===== src/rtl/alu_issue_stage_if.sv =====
// Handshake bundle between the decode/regfile stage, the ALU issue stage and the EX stage.
// A transfer happens on a rising edge where valid && ready; the sender holds payload stable while valid && !ready.
interface alu_issue_stage_if #(
  parameter int XLEN  = 32,
  parameter int SEL_W = 4
);
  logic             id_valid;
  logic             id_ready;
  logic [XLEN-1:0]  id_rd1;
  logic [XLEN-1:0]  id_rd2;
  logic [XLEN-1:0]  id_imm;
  logic             id_alusrc;
  logic [1:0]       id_alu_op;
  logic [2:0]       id_funct3;
  logic             id_funct7_5;
  logic             ex_valid;
  logic             ex_ready;
  logic [XLEN-1:0]  rd1;
  logic [XLEN-1:0]  rd2;
  logic [SEL_W-1:0] sel;
  logic             ex_illegal;

  modport slave (
    input  id_valid, id_rd1, id_rd2, id_imm, id_alusrc, id_alu_op, id_funct3, id_funct7_5,
    input  ex_ready,
    output id_ready, ex_valid, rd1, rd2, sel, ex_illegal
  );

  modport master (
    output id_valid, id_rd1, id_rd2, id_imm, id_alusrc, id_alu_op, id_funct3, id_funct7_5,
    output ex_ready,
    input  id_ready, ex_valid, rd1, rd2, sel, ex_illegal
  );
endinterface


===== src/rtl/alu_issue_stage.sv =====
// ID->EX issue stage: decodes ALUOp/funct3/funct7 into the ALU select code behind a 2-entry skid buffer.
// Optional macro ALU_ISSUE_SLT_EN enables the SLT decode for funct3=010.
module alu_issue_stage #(
  parameter int XLEN  = 32,
  parameter int SEL_W = 4
) (
  input  logic                clk,
  input  logic                reset,
  input  logic                flush,
  alu_issue_stage_if.slave    bus,
  output logic [1:0]          dbg_state_o
);
  localparam logic [SEL_W-1:0] SEL_AND = 4'b0000;
  localparam logic [SEL_W-1:0] SEL_OR  = 4'b0001;
  localparam logic [SEL_W-1:0] SEL_ADD = 4'b0010;
  localparam logic [SEL_W-1:0] SEL_SUB = 4'b0110;
`ifdef ALU_ISSUE_SLT_EN
  localparam logic [SEL_W-1:0] SEL_SLT = 4'b0111;
`endif

  typedef struct packed {
    logic [XLEN-1:0]  rd1;
    logic [XLEN-1:0]  rd2;
    logic [SEL_W-1:0] sel;
    logic             ill;
  } entry_t;

  typedef enum logic [1:0] {
    S_EMPTY = 2'd0,
    S_FULL1 = 2'd1,
    S_FULL2 = 2'd2
  } state_e;

  state_e state_q, state_d;
  entry_t main_q, skid_q;
  entry_t dec_entry;
  logic   accept, consume;
  logic   main_ld_new, main_ld_skid, skid_ld;

  always_comb begin
    dec_entry.rd1 = bus.id_rd1;
    dec_entry.rd2 = bus.id_alusrc ? bus.id_imm : bus.id_rd2;
    dec_entry.sel = SEL_ADD;
    dec_entry.ill = 1'b0;
    case (bus.id_alu_op)
      2'b00: dec_entry.sel = SEL_ADD;
      2'b01: dec_entry.sel = SEL_SUB;
      default: begin
        case (bus.id_funct3)
          // funct7 bit 30 only selects SUB for R-type; for I-type it is immediate data.
          3'b000: dec_entry.sel = (bus.id_alu_op == 2'b10 && bus.id_funct7_5) ? SEL_SUB : SEL_ADD;
          3'b111: dec_entry.sel = SEL_AND;
          3'b110: dec_entry.sel = SEL_OR;
`ifdef ALU_ISSUE_SLT_EN
          3'b010: dec_entry.sel = SEL_SLT;
`endif
          default: begin
            dec_entry.sel = SEL_ADD;
            dec_entry.ill = 1'b1;
          end
        endcase
      end
    endcase
  end

  always_comb begin
    state_d      = state_q;
    main_ld_new  = 1'b0;
    main_ld_skid = 1'b0;
    skid_ld      = 1'b0;
    accept       = bus.id_valid && (state_q != S_FULL2);
    consume      = (state_q != S_EMPTY) && bus.ex_ready;
    case (state_q)
      S_EMPTY: begin
        if (accept) begin
          main_ld_new = 1'b1;
          state_d     = S_FULL1;
        end
      end
      S_FULL1: begin
        if (accept && consume) begin
          main_ld_new = 1'b1;
        end else if (accept) begin
          skid_ld = 1'b1;
          state_d = S_FULL2;
        end else if (consume) begin
          state_d = S_EMPTY;
        end
      end
      S_FULL2: begin
        if (consume) begin
          main_ld_skid = 1'b1;
          state_d      = S_FULL1;
        end
      end
      default: state_d = S_EMPTY;
    endcase
    // A mispredict kills everything, including a same-cycle accept.
    if (flush) begin
      state_d      = S_EMPTY;
      main_ld_new  = 1'b0;
      main_ld_skid = 1'b0;
      skid_ld      = 1'b0;
    end
  end

  always_ff @(posedge clk) begin
    if (reset) begin
      state_q <= S_EMPTY;
      main_q  <= '0;
      skid_q  <= '0;
    end else begin
      state_q <= state_d;
      if (main_ld_new) begin
        main_q <= dec_entry;
      end else if (main_ld_skid) begin
        main_q <= skid_q;
      end
      if (skid_ld) begin
        skid_q <= dec_entry;
      end
    end
  end

  assign bus.ex_valid   = (state_q != S_EMPTY);
  assign bus.id_ready   = (state_q != S_FULL2);
  assign bus.rd1        = main_q.rd1;
  assign bus.rd2        = main_q.rd2;
  assign bus.sel        = main_q.sel;
  assign bus.ex_illegal = main_q.ill;
  assign dbg_state_o    = state_q;
endmodule

===== src/flat_wrapper.sv =====
// flat-port wrapper written by rule: the top's interface ports become plain ports
module alu_issue_stage_flat 
#(
  parameter int XLEN  = 32,
  parameter int SEL_W = 4
)
  (clk, reset, flush, dbg_state_o, bus_id_valid, bus_id_rd1, bus_id_rd2, bus_id_imm, bus_id_alusrc, bus_id_alu_op, bus_id_funct3, bus_id_funct7_5, bus_ex_ready, bus_id_ready, bus_ex_valid, bus_rd1, bus_rd2, bus_sel, bus_ex_illegal);
  alu_issue_stage_if #(.XLEN(XLEN), .SEL_W(SEL_W)) bus_i ();
  input  logic clk;
  input  logic reset;
  input  logic flush;
  output logic [1:0] dbg_state_o;
  input wire logic [$bits(bus_i.id_valid)-1:0] bus_id_valid;
  input wire logic [$bits(bus_i.id_rd1)-1:0] bus_id_rd1;
  input wire logic [$bits(bus_i.id_rd2)-1:0] bus_id_rd2;
  input wire logic [$bits(bus_i.id_imm)-1:0] bus_id_imm;
  input wire logic [$bits(bus_i.id_alusrc)-1:0] bus_id_alusrc;
  input wire logic [$bits(bus_i.id_alu_op)-1:0] bus_id_alu_op;
  input wire logic [$bits(bus_i.id_funct3)-1:0] bus_id_funct3;
  input wire logic [$bits(bus_i.id_funct7_5)-1:0] bus_id_funct7_5;
  input wire logic [$bits(bus_i.ex_ready)-1:0] bus_ex_ready;
  output wire logic [$bits(bus_i.id_ready)-1:0] bus_id_ready;
  output wire logic [$bits(bus_i.ex_valid)-1:0] bus_ex_valid;
  output wire logic [$bits(bus_i.rd1)-1:0] bus_rd1;
  output wire logic [$bits(bus_i.rd2)-1:0] bus_rd2;
  output wire logic [$bits(bus_i.sel)-1:0] bus_sel;
  output wire logic [$bits(bus_i.ex_illegal)-1:0] bus_ex_illegal;
  assign bus_i.id_valid = bus_id_valid;
  assign bus_i.id_rd1 = bus_id_rd1;
  assign bus_i.id_rd2 = bus_id_rd2;
  assign bus_i.id_imm = bus_id_imm;
  assign bus_i.id_alusrc = bus_id_alusrc;
  assign bus_i.id_alu_op = bus_id_alu_op;
  assign bus_i.id_funct3 = bus_id_funct3;
  assign bus_i.id_funct7_5 = bus_id_funct7_5;
  assign bus_i.ex_ready = bus_ex_ready;
  assign bus_id_ready = bus_i.id_ready;
  assign bus_ex_valid = bus_i.ex_valid;
  assign bus_rd1 = bus_i.rd1;
  assign bus_rd2 = bus_i.rd2;
  assign bus_sel = bus_i.sel;
  assign bus_ex_illegal = bus_i.ex_illegal;
  alu_issue_stage #(.XLEN(XLEN), .SEL_W(SEL_W)) u_core (.clk(clk), .reset(reset), .flush(flush), .bus(bus_i), .dbg_state_o(dbg_state_o));
endmodule

===== config.mk =====
export PLATFORM = sky130hd
export DESIGN_NAME = alu_issue_stage_flat
export DESIGN_NICKNAME = d
export VERILOG_FILES = /design/src/rtl/alu_issue_stage_if.sv /design/src/rtl/alu_issue_stage.sv /design/src/flat_wrapper.sv
export SDC_FILE = /design/constraint.sdc
export NUM_CORES = 1
export LEC_CHECK = 0
export CORE_MARGIN = 4
export CORE_UTILIZATION = 40
export CTS_BUF_LIST = sky130_fd_sc_hd__clkbuf_2 sky130_fd_sc_hd__clkbuf_4 sky130_fd_sc_hd__clkbuf_8
export CTS_CLUSTER_DIAMETER = 30
export DETAILED_ROUTE_END_ITERATION = 16
export PLACE_DENSITY = 0.69
export SYNTH_ARGS = -nofsm -noshare
export SYNTH_HDL_FRONTEND = slang
export SYNTH_SLANG_ARGS = --single-unit

===== constraint.sdc =====
create_clock -name clk -period 3 [get_ports clk]
set_input_delay 0.9 -clock clk [delete_from_list [all_inputs] [get_ports clk]]
set_output_delay 0.9 -clock clk [all_outputs]
set_load 0.1 [all_outputs]

==> flow_summary.toml <==
[synthesis]
avgSynthCellArea_um2 = 8.91
synth_nets = 811
syn_area_um2 = 6270
postSynth.asyncResetShare_pct = 0
synthFlopType = "dfxtp_1"
synth_area_leaders = "dfxtp_1, a21oi_1, a32oi_1"
synth.distinct_cells = 39
synth.most_common_cell = "dfxtp_1"
ys_ff_latch = 138
ys_seq_area_share_pct = 44.1
syn-instance-count = 703
yosys.area.top_type_share_pct = 44.1
synth_top_cells_by_count = "dfxtp_1, a21oi_1, o211ai_1, a32oi_1, nor3_1"
synth_top_area_cell = "dfxtp_1"
yosys_warnings = 0
synth_edf_count = 0

[timing]
fmax_ghz = 0.416
drv_slew = 0
slew_headroom_pct = 57.8
period_needed_ps = 2400
setup_tns_ps = 0
hold_violations = 0
holdWs_ps = 476
fin_skew_ps = 7.68
worstMarginPinSlew_ps = 633
fin_crit_sh_pct = 80.2
rsz0062_at_grt = "no"
finalSetupViolCount = 0

[detailed_routing]
wl_um = 19000
drt-wirelength-per-cell_um = 18.1
ant_nets = 0
dr.pass1.iters = 5
viasPerCell = 5.92
first_iter_violations = 711
drc_errors = 0
via_count = 6236

[power_and_ir_drop]
seqPwrFrac_pct = 42.8
power_density_nw_per_um2 = 529
clkPwrFrac_pct = 36.9
total_leakage_power_nw = 2.84
vdd_drop_max_mv = 0.268
p_sw_share_pct = 29.3
power.internal_w = 0.00318
p_comb_share_pct = 20.2
p_switching_w = 0.00132
power.total_w = 0.00450

[worst_setup_path]
end_kind = "flip-flop"
startpoint_type = "primary input"
worstRegToRegCells = 4
cp_max_fo = 37
critPathRequiredTime_ps = 3380
arrival_ps = 2780
rr_startpoint = "u_core.dbg_state_o[1]"
reg2reg_to = "u_core.skid_q[62]"
critical_path_class = "in2reg"
startpoint = "bus_ex_ready"
r2r_slack_ps = 1210

[clock_tree]
post_cts_buffers = 0
cts_tree = "yes"
root_buffer = "clkbuf_8"
cts.sinks = 138
cts_hold_repair.buffers = 0
cts_resized = 0
clockBufferDepth = 2
clkTransAtPathRegs_ps = 70
worstSkewPairLatency_ps = 440
htree_levels = 4
cts_buffers = 17

[global_routing]
grt_pass1_wl_um = 30400
grt_overflow = 0
grt.total_usage_pct = 20.7
antenna_found_initial = 0
grt_pass1_vias = 5873
grt_max_degree = 70

[min_path]
hold_class = "reg2reg"
whs_path_depth = 2
min_from = "u_core.skid_q[42]"
min_to = "u_core.skid_q[42]"

[die]
fp.dieW_um = 133
dieArea_um2 = 17700
start_util_pct = 41.1
core_region_area_um2 = 15300
die_height_um = 133
io_pins = 181
rows = 45

[place]
place_congestion = 0.839
portBuffers = 179
dp_cells = 1022
dp_hpwl_um = 12500

[finish]
area_growth_pct = 35.9
fillers = 1360
final_util_pct = 55.8
drive_gt1_share_pct = 20.1
fin_cells = 1053
nets = 938
num_antenna_cells = 0

[outcome]
status = "finished, final reports clean"

[job]
cap_violations = 0
kinds of logic (layout without fill, tap and decap cells):
group / after synthesis / in the layout / synth area share (%)
DFF: 138 / 138 / 44.1
muxes: 33 / 33 / 5.89
and+or+nand+nor: 124 / 124 / 10.5
buffers and inverters: 97 / 236 / 7.63
other: 1 / 1 / 0.0598
AOI/OAI and AO/OA: 310 / 310 / 31.8
through the flow:
step,cell area [um^2],setup WS (ps)
after CTS,8510,570
after global routing,8510,505
after floorplan,6270,184
after global placement,8070,171
after detailed placement,8070,175
final,8510,595
power groups by stage:
stage	Combinational (W)	Sequential [W]	Clock (W)
6_report	0.000911	0.00193	0.00166
5_1_grt	0.000954	0.00193	0.00178
4_1_cts	0.000909	0.00193	0.00169
3_5_place_dp	0.000907	0.00197	0
3_3_place_gp	0.000894	0.00197	0
2_1_floorplan	0.000280	0.00228	0
registers in the layout, indices dropped and copies added (netlist names):
signal / flops
u_core.bus.rd2: 32
u_core.bus.sel: 3
u_core.skid_q: 68
u_core.bus.ex_illegal: 1
u_core.dbg_state_o: 2
u_core.bus.rd1: 32
critical path, cell delays in order:
cell and delay (ps):
clkdlybuf4s50_1 700, nor4bb_4 470, buf_12 230, buf_12 230, a32oi_1 100, a21oi_1 140
layout make-up:
class                      instances  area (um^2)  share of cell area (%)
inverter                           1         3.75                  0.0441
sequential                       138         2760                    32.4
clock buffer                      25          338                    3.97
timing repair buffer             204         1960                    23.0
clock inverter                     6          108                    1.26
multi-input combinational        468         3080                    36.2
tap                              211          264                    3.10
metal layers:
layer	part of all wire [%]	up-vias	global-route usage [%]
met5	0	-	0
met4	2.0	0	7.49
met3	6.8	31	4.98
met2	46	275	32.0
met1	45	2961	28.2
li1	-	2969	-
worst max path at each step:
stage / to / cells after the start
finish: u_core.bus.rd1[2] / 6
global route: bus_id_ready / 2
CTS: bus_id_ready / 2
detailed placement: u_core.bus.rd2[5] / 6
global placement: u_core.bus.rd2[31] / 5
floorplan: bus_id_ready / 1
placed cells by master, fill, tap and decap left out, types with 2 or more instances in the layout:
cell,count
dfxtp_1,138
a21oi_1,136
clkdlybuf4s50_1,106
buf_4,85
o211ai_1,67
a32oi_1,65
nor3_1,64
nand3_1,36
o21ai_0,34
mux2_2,31
clkbuf_8,24
buf_12,13
nor2_1,4
bufinv_16,3
nand2_1,2
mux2i_1,2
a211oi_1,2
nand4_1,2
clkinv_2,2
Power figures use the tool's default switching activity.
